===== src/rtl/calc_key_pkg.sv =====
// Shared keypad/calculator definitions: token encoding, keypad geometry,
// active-low one-hot index helper and the row/column to token lookup.
package calc_key_pkg;

    localparam int ROWS = 4;
    localparam int COLS = 4;

    typedef enum logic [3:0] {
        TOK_0   = 4'd0,
        TOK_1   = 4'd1,
        TOK_2   = 4'd2,
        TOK_3   = 4'd3,
        TOK_4   = 4'd4,
        TOK_5   = 4'd5,
        TOK_6   = 4'd6,
        TOK_7   = 4'd7,
        TOK_8   = 4'd8,
        TOK_9   = 4'd9,
        TOK_ADD = 4'hA,
        TOK_SUB = 4'hB,
        TOK_MUL = 4'hC,
        TOK_DIV = 4'hD,
        TOK_CLR = 4'hE,
        TOK_EQ  = 4'hF
    } calc_tok_t;

    typedef struct packed {
        logic       valid;
        logic [1:0] idx;
    } onehot_idx_t;

    // Indexed by {row, col}; row 3 is the "* 0 # D" line of the keypad.
    localparam calc_tok_t TOK_LUT [ROWS*COLS] = '{
        TOK_1,   TOK_2, TOK_3,  TOK_ADD,
        TOK_4,   TOK_5, TOK_6,  TOK_SUB,
        TOK_7,   TOK_8, TOK_9,  TOK_MUL,
        TOK_CLR, TOK_0, TOK_EQ, TOK_DIV
    };

    // Position of the single zero bit counted from the MSB; valid only when
    // exactly one bit is low.
    function automatic onehot_idx_t onehot_low_idx(input logic [ROWS-1:0] pat);
        onehot_idx_t res;
        int          zeros;
        res   = '0;
        zeros = 0;
        for (int i = 0; i < ROWS; i++) begin
            if (!pat[ROWS-1-i]) begin
                zeros   = zeros + 1;
                res.idx = 2'(i);
            end
        end
        res.valid = (zeros == 1);
        return res;
    endfunction

endpackage


===== src/rtl/key_decoder_if.sv =====
// Token handshake between the key decoder (master) and the calculator core (slave).
interface key_decoder_if;
    logic       key_valid;
    logic [3:0] key_data;
    logic       key_ready;

    modport master (output key_valid, output key_data, input  key_ready);
    modport slave  (input  key_valid, input  key_data, output key_ready);
endinterface


===== src/rtl/key_fifo.sv =====
// First-word-fall-through token buffer; head is readable combinationally
// while fill is nonzero. Pointers wrap naturally since DEPTH is a power of two.
module key_fifo #(
    parameter  int DEPTH = 4,
    localparam int PTR_W = $clog2(DEPTH)
) (
    input  logic             clk,
    input  logic             reset_n,
    input  logic             push,
    input  logic [3:0]       push_data,
    input  logic             pop,
    output logic [3:0]       head,
    output logic [PTR_W:0]   fill,
    output logic             full,
    output logic             empty
);

    logic [3:0]       mem [DEPTH];
    logic [PTR_W-1:0] wr_ptr_reg;
    logic [PTR_W-1:0] rd_ptr_reg;
    logic [PTR_W:0]   fill_reg;
    logic             wr_en;
    logic             rd_en;

    assign empty = (fill_reg == '0);
    assign full  = (fill_reg == (PTR_W+1)'(DEPTH));
    // A push into a full buffer only lands if the head leaves on the same edge.
    assign wr_en = push && (!full || pop);
    assign rd_en = pop && !empty;

    always_ff @(posedge clk) begin
        if (wr_en) begin
            mem[wr_ptr_reg] <= push_data;
        end
    end

    always_ff @(posedge clk or negedge reset_n) begin
        if (!reset_n) begin
            wr_ptr_reg <= '0;
            rd_ptr_reg <= '0;
            fill_reg   <= '0;
        end else begin
            if (wr_en) wr_ptr_reg <= wr_ptr_reg + 1'b1;
            if (rd_en) rd_ptr_reg <= rd_ptr_reg + 1'b1;
            case ({wr_en, rd_en})
                2'b10:   fill_reg <= fill_reg + 1'b1;
                2'b01:   fill_reg <= fill_reg - 1'b1;
                default: fill_reg <= fill_reg;
            endcase
        end
    end

    assign head = mem[rd_ptr_reg];
    assign fill = fill_reg;

endmodule


===== src/rtl/key_decoder.sv =====
// Keypad pattern validation, token translation and buffering toward the calculator.
// Optional saturating error counter enabled by KEYDEC_ERRCNT_EN.
module key_decoder
    import calc_key_pkg::*;
#(
    parameter  int DEPTH = 4,
    localparam int PTR_W = $clog2(DEPTH)
) (
    input  logic               clk,
    input  logic               reset_n,
    input  logic               ev,
    input  logic [3:0]         row_i,
    input  logic [3:0]         col_i,
    key_decoder_if.master      kif,
    output logic [PTR_W:0]     fill,
    output logic               overflow,
    output logic               bad_key,
    output logic [7:0]         err_count
);

    onehot_idx_t row_dec;
    onehot_idx_t col_dec;
    logic        pattern_ok;

    calc_tok_t   dec_tok_reg;
    logic        dec_push_reg;
    logic        dec_bad_reg;
    logic        bad_key_reg;
    logic        overflow_reg;
    logic [3:0]  key_data_hold_reg;
    logic [3:0]  key_data_next;

    logic [3:0]  fifo_head;
    logic        fifo_full;
    logic        fifo_empty;
    logic        pop;
    logic        dropped;

    assign row_dec    = onehot_low_idx(row_i);
    assign col_dec    = onehot_low_idx(col_i);
    assign pattern_ok = row_dec.valid && col_dec.valid;

    always_ff @(posedge clk or negedge reset_n) begin
        if (!reset_n) begin
            dec_tok_reg  <= TOK_0;
            dec_push_reg <= 1'b0;
            dec_bad_reg  <= 1'b0;
        end else begin
            dec_tok_reg  <= TOK_LUT[{row_dec.idx, col_dec.idx}];
            dec_push_reg <= ev && pattern_ok;
            dec_bad_reg  <= ev && !pattern_ok;
        end
    end

    assign pop     = kif.key_valid && kif.key_ready;
    assign dropped = dec_push_reg && fifo_full && !pop;

    key_fifo #(.DEPTH(DEPTH)) u_fifo (
        .clk       (clk),
        .reset_n   (reset_n),
        .push      (dec_push_reg),
        .push_data (dec_tok_reg),
        .pop       (pop),
        .head      (fifo_head),
        .fill      (fill),
        .full      (fifo_full),
        .empty     (fifo_empty)
    );

    // Consumer sees the last token again once the buffer has drained.
    assign key_data_next = fifo_empty ? key_data_hold_reg : fifo_head;

    always_ff @(posedge clk or negedge reset_n) begin
        if (!reset_n) begin
            bad_key_reg       <= 1'b0;
            overflow_reg      <= 1'b0;
            key_data_hold_reg <= 4'h0;
        end else begin
            bad_key_reg       <= dec_bad_reg;
            overflow_reg      <= overflow_reg || dropped;
            key_data_hold_reg <= key_data_next;
        end
    end

    assign kif.key_valid = !fifo_empty;
    assign kif.key_data  = key_data_next;
    assign bad_key       = bad_key_reg;
    assign overflow      = overflow_reg;

`ifdef KEYDEC_ERRCNT_EN
    logic [7:0] err_cnt_reg;

    // Bad pattern and drop share one increment when they coincide.
    always_ff @(posedge clk or negedge reset_n) begin
        if (!reset_n) begin
            err_cnt_reg <= 8'h00;
        end else if ((dec_bad_reg || dropped) && (err_cnt_reg != 8'hFF)) begin
            err_cnt_reg <= err_cnt_reg + 8'h01;
        end
    end

    assign err_count = err_cnt_reg;
`else
    assign err_count = 8'h00;
`endif

endmodule

===== src/flat_wrapper.sv =====
// flat-port wrapper written by rule: the top's interface ports become plain ports
module key_decoder_flat import calc_key_pkg::*;
#(
    parameter  int DEPTH = 4,
    localparam int PTR_W = $clog2(DEPTH)
)
  (clk, reset_n, ev, row_i, col_i, fill, overflow, bad_key, err_count, kif_key_valid, kif_key_data, kif_key_ready);
  key_decoder_if kif_i ();
  input  logic clk;
  input  logic reset_n;
  input  logic ev;
  input  logic [3:0] row_i;
  input  logic [3:0] col_i;
  output logic [PTR_W:0] fill;
  output logic overflow;
  output logic bad_key;
  output logic [7:0] err_count;
  output wire logic [$bits(kif_i.key_valid)-1:0] kif_key_valid;
  output wire logic [$bits(kif_i.key_data)-1:0] kif_key_data;
  input wire logic [$bits(kif_i.key_ready)-1:0] kif_key_ready;
  assign kif_key_valid = kif_i.key_valid;
  assign kif_key_data = kif_i.key_data;
  assign kif_i.key_ready = kif_key_ready;
  key_decoder #(.DEPTH(DEPTH)) u_core (.clk(clk), .reset_n(reset_n), .ev(ev), .row_i(row_i), .col_i(col_i), .kif(kif_i), .fill(fill), .overflow(overflow), .bad_key(bad_key), .err_count(err_count));
endmodule

===== config.mk =====
export PLATFORM = sky130hd
export DESIGN_NAME = key_decoder_flat
export DESIGN_NICKNAME = d
export VERILOG_FILES = /design/src/rtl/calc_key_pkg.sv /design/src/rtl/key_decoder_if.sv /design/src/rtl/key_fifo.sv /design/src/rtl/key_decoder.sv /design/src/flat_wrapper.sv
export SDC_FILE = /design/constraint.sdc
export NUM_CORES = 1
export LEC_CHECK = 0
export ABC_CLOCK_PERIOD_IN_PS = 4800
export CAP_MARGIN = 0
export CORE_MARGIN = 2
export CORE_UTILIZATION = 49
export DETAILED_ROUTE_END_ITERATION = 12
export PLACE_DENSITY = 0.74
export RECOVER_POWER = 25
export SLEW_MARGIN = 20
export SYNTH_ARGS = -nofsm -noshare
export SYNTH_HDL_FRONTEND = slang
export SYNTH_HIERARCHICAL = 1
export SYNTH_SLANG_ARGS = --single-unit

===== constraint.sdc =====
create_clock -name clk -period 4.8 [get_ports clk]
set_input_delay 0.96 -clock clk [delete_from_list [all_inputs] [get_ports clk]]
set_output_delay 0.96 -clock clk [all_outputs]
set_load 0.01 [all_outputs]

## After elaboration in Yosys (flattened, before gate mapping)

Memories as Yosys holds them, arrays and structs flattened. A register that Yosys moved wholly into a read port is not among the register bits.
Cells that the tools add are included.

- Memory bits (read-only): 64
- Memory bits (writable): 16
- Bits in latches: 0
- Register bits after elaboration: 15
- Output and inout port bits: 18
- Input port bits: 12
- Word-level logic and storage cells: 61
- Memories: 2

Memory list:

| memory | depth | width | read ports | clocked after Yosys merged registers in | write ports | line | text |
|---|---|---|---|---|---|---|---|
| (name not given) | 16 | 4 | 1 | 1 | 0 | key_decoder.sv:49 | `dec_tok_reg <= TOK_LUT[{row_dec.idx, col_dec.idx}];` |
| u_core.u_fifo.mem | 4 | 4 | 1 | 0 | 1 | key_fifo.sv:18 | `logic [3:0] mem [DEPTH];` |

- Equal/unequal tests: 5
- $add $sub $neg: 10
- Div/mod/pow operators: 0
- Multiplexer cells: 18
- Bitwise logic cells: 1
- Shift operators: 0
- Order comparisons: 0
- Reductions and logical operators: 17
- $mul: 0

Operators with widths:

| operator | count |
|---|---|
| $mux W32 | 6 |
| $add A32 B2 Y32 const B | 4 |
| $eq A32 B2 Y1 const B | 2 |
| $logic_and A1 B1 Y1 | 8 |
| $mux W2 | 4 |
| $mux W1 | 6 |
| $pmux W3 S2 | 1 |
| $logic_not A1 Y1 | 5 |
| $not A4 Y5 | 1 |
| $add A1 B1 Y2 const B | 2 |
| $add A2 B1 Y2 const B | 2 |
| $mux W4 | 1 |
| $add A3 B1 Y3 const B | 1 |
| $eq A3 B3 Y1 const B | 1 |
| $logic_not A3 Y1 | 1 |
| $sub A3 B1 Y3 const B | 1 |
| $eq A2 B1 Y1 const B | 1 |
| $eq A2 B2 Y1 const B | 1 |
| $logic_or A1 B1 Y1 | 2 |
| $reduce_bool A2 Y1 | 1 |

## Depth between registers and ports, before layout

Gate-level depths: netlist of the first run.

- Word-level depth: 11
- Mapped depth: 10
- Mapped depth without buffers: 10

## Hierarchy

The synthesis of the first run kept the hierarchy.

Modules (own cells, without submodules):

| module | cells an instance | sequential area each (um^2) | times used | area each (um^2) |
|---|---|---|---|---|
| key_fifo | 59 | 655.6 | 1 | 1012.2 |
| key_decoder | 93 | 300.3 | 1 | 907.1 |

## Least setup slack after synthesis of the first run

No wires, ideal clock.

- Path kind: input-to-reg
- Start point: in col_i[2]
- End point: reg u_core.dec_bad_reg
- Stages on the path: 8
- Setup slack: 2.178 ns
- Arrival: 2.557 ns
- Required time: 4.734 ns
- Setup time: 0.066 ns
- Path buffers: 0
- Path through: inv_1 -> ha_1 -> xnor2_1 -> ha_1 -> and2b_1 -> mux4_2 -> nand4_1 -> and2_1

- Cells in the longest elaborated chain, start to end: 9

Ends and longest elaborated chain:

| element | line | text |
|---|---|---|
| from (decl) | flat_wrapper.sv:13 | `input logic [3:0] col_i;` |
| $mux W32 (*) | calc_key_pkg.sv:48 | `if (!pat[ROWS-1-i]) begin` |
| $add A32 B2 Y32 | calc_key_pkg.sv:49 | `zeros = zeros + 1;` |
| $mux W32 (*) | calc_key_pkg.sv:48 |  |
| $add A32 B2 Y32 | calc_key_pkg.sv:49 |  |
| $mux W32 (*) | calc_key_pkg.sv:48 |  |
| $eq A32 B2 Y1 (*) | calc_key_pkg.sv:53 | `res.valid = (zeros == 1);` |
| $logic_and A1 B1 Y1 (*) | key_decoder.sv:41 | `assign pattern_ok = row_dec.valid && col_dec.valid;` |
| $logic_not A1 Y1 (*) | key_decoder.sv:51 | `dec_bad_reg <= ev && !pattern_ok;` |
| $logic_and A1 B1 Y1 (*) | key_decoder.sv:51 |  |
| to (signal assigned) | key_decoder.sv:51 |  |
| to (decl) | key_decoder.sv:27 | `logic dec_bad_reg;` |

Every way passes the cells marked *; elsewhere a longest branch is shown, timed or not.
A chain may end at the register's enable or synchronous reset.

## Worst setup path after layout of the first run

- Start point: reg u_core.u_fifo.fill_reg[0] (netlist: u_core/u_fifo/fill[0])
- End point: out kif_key_data[1]

- Cells in the longest elaborated chain, start to end: 2

Ends and longest elaborated chain:

| element | line | text |
|---|---|---|
| from (decl) | key_fifo.sv:21 | `logic [PTR_W:0] fill_reg;` |
| from (signal assigned) | key_fifo.sv:46 | `2'b10: fill_reg <= fill_reg + 1'b1;` |
| from (signal assigned) | key_fifo.sv:47 | `2'b01: fill_reg <= fill_reg - 1'b1;` |
| from (signal assigned) | key_fifo.sv:48 | `default: fill_reg <= fill_reg;` |
| $logic_not A3 Y1 | key_fifo.sv:25 | `assign empty = (fill_reg == '0);` |
| named net u_core.fifo_empty | key_decoder.sv:35 | `logic fifo_empty;` |
| $mux W4 | key_decoder.sv:71 | `assign key_data_next = fifo_empty ? key_data_hold_reg : fifo_head;` |
| to (decl) | flat_wrapper.sv:19 | `output wire logic [$bits(kif_i.key_data)-1:0] kif_key_data;` |

The timed path passes the listed nets, and every way through them passes these cells.

==> flow_summary_export.csv, run 1 <==
group,metric,value,unit
status,status,"finished, final reports clean",
place,dp.cells,217,
global_routing,first_global_vias,1132,
routing,vias,1105,
sta,setup-tns-final,0,ns
final_layout,final_core_util,59.73,%
die,die-area,4434,um^2
final_layout,final_cell_mix,"21 x clkdlybuf4s50_1, 19 x dfrtp_1, 16 x inv_1, 16 x ha_1, 16 x edfxtp_1",
place,place.gp.congestion,0.7713,
setup_path,r2r-end,"u_core/u_fifo/fill[2]$_DFFE_PN0P_",
setup_path,cp.arrival,2.24,ns
clocking,cts_tree,"built",
clocking,clk_path_buf_depth,2,
logic_synthesis,yosys-top-cells-area,"edfxtp_1 25%, dfrtp_1 25%, ha_1 10%",
logic_synthesis,yosys_warnings,6,
sta,timing.clock.skew,0.007673,ns
setup_path,reg2reg_slack,2.03,ns
routing,ant_nets,0,
sta,final_hold_viol_count,0,
clocking,clk_pin_slew_worst_paths,0.06,ns
clocking,clkLatencyLatePin,0.28,ns
sta,worst_pin_slew,0.8307,ns
routing,firstDrtPassIters,4,
setup_path,r2r_cells,10,
final_layout,seqCellArea,955.9,um^2
die,num_rows,22,
die,fp.dieH,66.59,um
clocking,htree_levels,2,
routing,totalWireLength,2.878,mm
job,max_cap_viol_count,0,
final_layout,layout_commonest_cell,"clkdlybuf4s50_1",
power_and_ir_drop,irDropWorstVdd,0.1567,mV
hold_path,hp-start,"u_core/dec_bad_reg$_DFF_PN0_",
die,initial_core_util,51.65,%
final_layout,nets,205,
power_and_ir_drop,finalPower,983.9,uW
sta,setup_ws,1.597,ns
routing,via_per_inst,4.911,
sta,setup_viol,0,
logic_synthesis,ys_ff_latch,35,
setup_path,critPathLaunchType,"flop",
place,dp_slack,1.408,ns
global_routing,antenna_found_initial,0,
sta,slew_violations,0,
final_layout,largest_reg_flops,16,
global_routing,grtUsageTotal,15.40,%
final_layout,area_growth,15.65,%
routing,drtIter0Drc,28,
hold_path,whs_endpoint,"u_core/bad_key$_DFF_PN0_",
logic_synthesis,yosysTopAreaCellShare,25.03,%
logic_synthesis,syn_avg_cell_area,12.63,um^2
routing,wl_per_cell,12.79,um
logic_synthesis,yosys.area.top_type,"edfxtp_1",
logic_synthesis,synthDistinctLibCells,36,
hold_path,hold_path_class,"reg -> reg",
setup_path,reg2reg_from,"u_core/u_fifo/fill[0]$_DFFE_PN0P_",
place,port-buffer-count,21,
final_layout,multi_input_area,849.6,um^2
final_layout,final_cells,225,
clocking,root_buffer,"clkbuf_8",
logic_synthesis,syn_area,1919,um^2
clocking,cts_resized,0,
setup_path,cp_max_fo,6,
sta,finalCritPeriodShare,66.72,%
clocking,ctsHoldBuffers,0,
power_and_ir_drop,leakage,0.0009422,uW
sta,fin_crit,3.203,ns
setup_path,critical_path_class,"reg -> out",
hold_path,worstHoldPathCells,0,
global_routing,grt_pass1_wl,4.836,mm
die,die_w,66.59,um
clocking,clock-sinks,35,
place,hpwl,2.320,mm
global_routing,grt_max_degree,20,
die,coreArea,3716,um^2
clocking,cts_inserted_buffers,5,
routing,drc_errors,0,
clocking,cts_setup_buffers,0,
global_routing,overflow,0,
final_layout,fill_cells,303,
logic_synthesis,synth_seq_area_share,49.80,%
sta,clock.fmax,0.3122,GHz
setup_path,required,3.84,ns
logic_synthesis,syn_inst,152,
setup_path,cp-end-kind,"output port",
sta,rsz0062_at_grt,"no",
power_and_ir_drop,power_density,443.3,nW/um^2
sta,relSlewSlack,44.44,%
final_layout,drive_gt1_share,12.99,%
final_layout,diodes,0,
die,io_pins,30,
-- metal layers --
| metal | track usage, % | wire, um | vias to the layer above |
|---|---|---|---|
| li1 | - | - | 542 |
| met2 | 27.88 | 1564 | 29 |
| met3 | 3.547 | 105 | 8 |
| met1 | 15.05 | 1104 | 526 |
| met4 | 11.48 | 104 | 0 |
| met5 | 0 | 0 | - |
-- cell families after synthesis --
family	after synthesis	synth area share, %
buffers and inverters	28	7.300
muxes	13	11.21
other	1	0.1954
xor gates and xnor gates	11	5.020
AOI/OAI and AO/OA	14	5.019
and+or+nand+nor	33	9.974
adders and majority gates	17	11.47
DFF	35	49.80
-- cell type report --
type | count | area share (%)
clock buffers | 8 | 3.608
repair buffers | 21 | 9.470
well taps | 48 | 2.706
inverters | 17 | 2.875
multi-input cells | 96 | 38.28
flip-flops and latches | 35 | 43.07
-- cell usage after synthesis (all sizes together) --
library cell,instances
fa,1
mux4,6
o31a,1
nor2b,6
clkbuf,1
nand3b,2
nand2,5
edfxtp,16
xor2,3
inv,17
conb,1
o211a,1
o21bai,1
nor2,7
buf,10
or3b,1
mux2,5
nand4,1
nor3,1
nand2b,2
mux2i,2
xnor2,8
o21ai,5
a21oi,5
o21a,1
and2,5
and2b,3
dfrtp,19
ha,16
-- critical path, stage by stage (launching register included) --
cell and delay [ns]:
dfrtp_1 0.44, nor3_1 0.63, mux2_2 0.42, clkdlybuf4s50_1 0.48
-- per-stage QoR --
stage,instance area [um^2],hold WS [ns]
after floorplan,1946,0.3312
after global placement,2140,0.3428
after detailed placement,2140,0.3517
after CTS,2220,0.3647
after global routing,2220,0.3708
final,2220,0.3565
-- power by group --
part / internal (uW) / switching (uW)
clock network: 103 / 90.2
logic: 209 / 150
registers: 374 / 57.3
total: 686 / 298
-- worst max-delay path by stage --
stage               cells after the start                            to  slack [ns]                               from
floorplan                               8  u_core/dec_bad_reg$_DFF_PN0_        2.18                           col_i[2]
global placement                        9  u_core/dec_bad_reg$_DFF_PN0_        1.56                           row_i[2]
detailed placement                      9  u_core/dec_bad_reg$_DFF_PN0_        1.41                           row_i[2]
CTS                                     3               kif_key_data[2]        1.54  u_core/u_fifo/fill[0]$_DFFE_PN0P_
global route                            3               kif_key_data[1]        1.49  u_core/u_fifo/fill[0]$_DFFE_PN0P_
finish                                  3               kif_key_data[1]        1.60  u_core/u_fifo/fill[0]$_DFFE_PN0P_
Power figures use the tool's default switching activity.
==> inputs of run 2 (changes only) <==
--- a/config.mk
+++ b/config.mk
@@ -5,7 +5,7 @@
 export SDC_FILE = /design/constraint.sdc
 export NUM_CORES = 1
 export LEC_CHECK = 0
-export ABC_CLOCK_PERIOD_IN_PS = 4800
+export ABC_CLOCK_PERIOD_IN_PS = 3300
 export CAP_MARGIN = 0
 export CORE_MARGIN = 2
 export CORE_UTILIZATION = 49
==> constraint.sdc (replaced) <==
create_clock -name clk -period 3.3 [get_ports clk]
set_input_delay 0.66 -clock clk [delete_from_list [all_inputs] [get_ports clk]]
set_output_delay 0.66 -clock clk [all_outputs]
set_load 0.01 [all_outputs]
==> flow_summary_export.csv, run 2 (synthesis gave the netlist of run 1 again) <==
group,metric,value,unit
place,place.gp.congestion,0.7703,
global_routing,overflow,0,
die,coreArea,3716,um^2
die,io_pins,30,
routing,ant_nets,0,
clocking,clk_pin_slew_worst_paths,0.06,ns
routing,drtIter0Drc,57,
global_routing,grtUsageTotal,15.53,%
hold_path,hold_path_class,"reg -> reg",
clocking,clk_path_buf_depth,2,
sta,finalCritPeriodShare,85.13,%
routing,via_per_inst,4.854,
final_layout,drive_gt1_share,15.17,%
setup_path,cp.arrival,3.03,ns
clocking,clkLatencyLatePin,0.28,ns
sta,setup_ws,0.4906,ns
place,port-buffer-count,21,
routing,drc_errors,0,
routing,wl_per_cell,12.53,um
die,die-area,4434,um^2
clocking,cts_tree,"built",
setup_path,cp_max_fo,6,
routing,vias,1097,
routing,firstDrtPassIters,4,
clocking,htree_levels,2,
setup_path,critPathSlowestCell,"clkdlybuf4s50_1",
sta,setup_viol,0,
sta,rsz0062_at_grt,"no",
setup_path,critical_path.max_stage_delay,0.55,ns
place,hpwl,2.255,mm
setup_path,cp-end-kind,"flop",
global_routing,grt_max_degree,20,
die,fp.dieH,66.59,um
setup_path,required,3.52,ns
global_routing,first_global_vias,1089,
die,num_rows,22,
power_and_ir_drop,power_density,645.1,nW/um^2
power_and_ir_drop,leakage,0.0009503,uW
final_layout,diodes,0,
sta,worst_pin_slew,0.8382,ns
sta,setup-tns-final,0,ns
place,dp_slack,0.2196,ns
final_layout,nets,206,
final_layout,largest_reg_flops,16,
clocking,cts_resized,0,
die,initial_core_util,51.65,%
setup_path,critical_path_class,"in -> reg",
sta,final_hold_viol_count,0,
setup_path,cpMostUsedCell,"ha_1",
sta,relSlewSlack,43.95,%
sta,holdWs,0.3597,ns
final_layout,area_growth,16.10,%
sta,clock.fmax,0.3559,GHz
setup_path,critPathLaunchType,"input port",
global_routing,antenna_found_initial,0,
place,dp.cells,218,
clocking,clock-sinks,35,
power_and_ir_drop,irDropWorstVdd,0.2424,mV
setup_path,cp_top_family,"adder cells",
clocking,cts_inserted_buffers,5,
final_layout,final_cells,226,
final_layout,final_cell_mix,"20 x clkdlybuf4s50_1, 19 x dfrtp_1, 16 x inv_1, 16 x ha_1, 16 x edfxtp_1",
sta,fin_crit,2.809,ns
clocking,ctsHoldBuffers,0,
global_routing,grt_pass1_wl,4.788,mm
setup_path,crit_buf_inv,2,
routing,totalWireLength,2.831,mm
job,max_cap_viol_count,0,
sta,timing.clock.skew,0.007598,ns
sta,slew_violations,0,
setup_path,cp_cell_sequence,"clkdlybuf4s50_1 -> inv_1 -> ha_1 -> xnor2_1 -> ha_1 -> and2b_1 -> mux4_2 -> nand4_1 -> and2_1",
clocking,root_buffer,"clkbuf_8",
die,die_w,66.59,um
final_layout,layout_commonest_cell,"clkdlybuf4s50_1",
status,status,"finished, final reports clean",
clocking,cts_setup_buffers,0,
[run 2: cell types whose count changed in the layout (fill, tap and decap cells not counted)]
cell             delta
clkbuf_1            -2
mux2_1              -2
mux2_2              +2
buf_4               +1
clkdlybuf4s50_1     -1
clkinv_1            +1
clkinv_2            +1
dlygate4sd3_1       +1
[run 2: worst paths after layout]
kind / depth (start not counted) / slack [ns] / start / end
worst max register to register: 11 / 0.97 / u_core/u_fifo/fill[0]$_DFFE_PN0P_ / u_core/u_fifo/fill[2]$_DFFE_PN0P_
worst max-delay path: 9 / 0.49 / row_i[2] / u_core/dec_bad_reg$_DFF_PN0_
worst min-delay path: 0 / 0.36 / u_core/dec_bad_reg$_DFF_PN0_ / u_core/bad_key$_DFF_PN0_
min in group asynchronous: 1 / 0.85 / reset_n / u_core/key_data_hold_reg[2]$_DFF_PN0_
worst min register to register: 0 / 0.36 / u_core/dec_bad_reg$_DFF_PN0_ / u_core/bad_key$_DFF_PN0_
max in group asynchronous: 1 / 1.92 / reset_n / u_core/dec_tok_reg[2]$_DFF_PN0_
[run 2: final cells by class]
cell class | instances | area [um^2]
multi-input cells | 96 | 849.6
clock buffers | 6 | 72.57
fillers | 305 | 1488
clock inverters | 2 | 8.758
repair buffers | 22 | 217.7
flip-flops and latches | 35 | 955.9
inverters | 17 | 63.81
well taps | 48 | 60.06
[run 2: metal layers]
| metal | up-vias | global-route usage (%) | part of all wire [%] |
|---|---|---|---|
| met5 | - | 0 | 0 |
| met4 | 0 | 8.929 | 2.8 |
| met3 | 9 | 5.743 | 5.3 |
| met2 | 31 | 26.88 | 54 |
| met1 | 513 | 16.00 | 38 |
| li1 | 544 | - | - |
[run 2: power breakdown]
part / internal [uW] / leakage (uW) / switching (uW) / total, uW
sequential: 544 / 0.000364 / 82.1 / 626
clock: 145 / 0.0000426 / 137 / 282
combinational: 314 / 0.000544 / 216 / 530
[run 2: metrics by stage]
step,total power [uW],utilization [%],area (um^2)
detailed placement,1176,57.78,2147
global route,1556,59.97,2228
finish,1437,59.97,2228
global placement,1141,57.78,2147
CTS,1465,59.97,2228
floorplan,967.5,-,1946
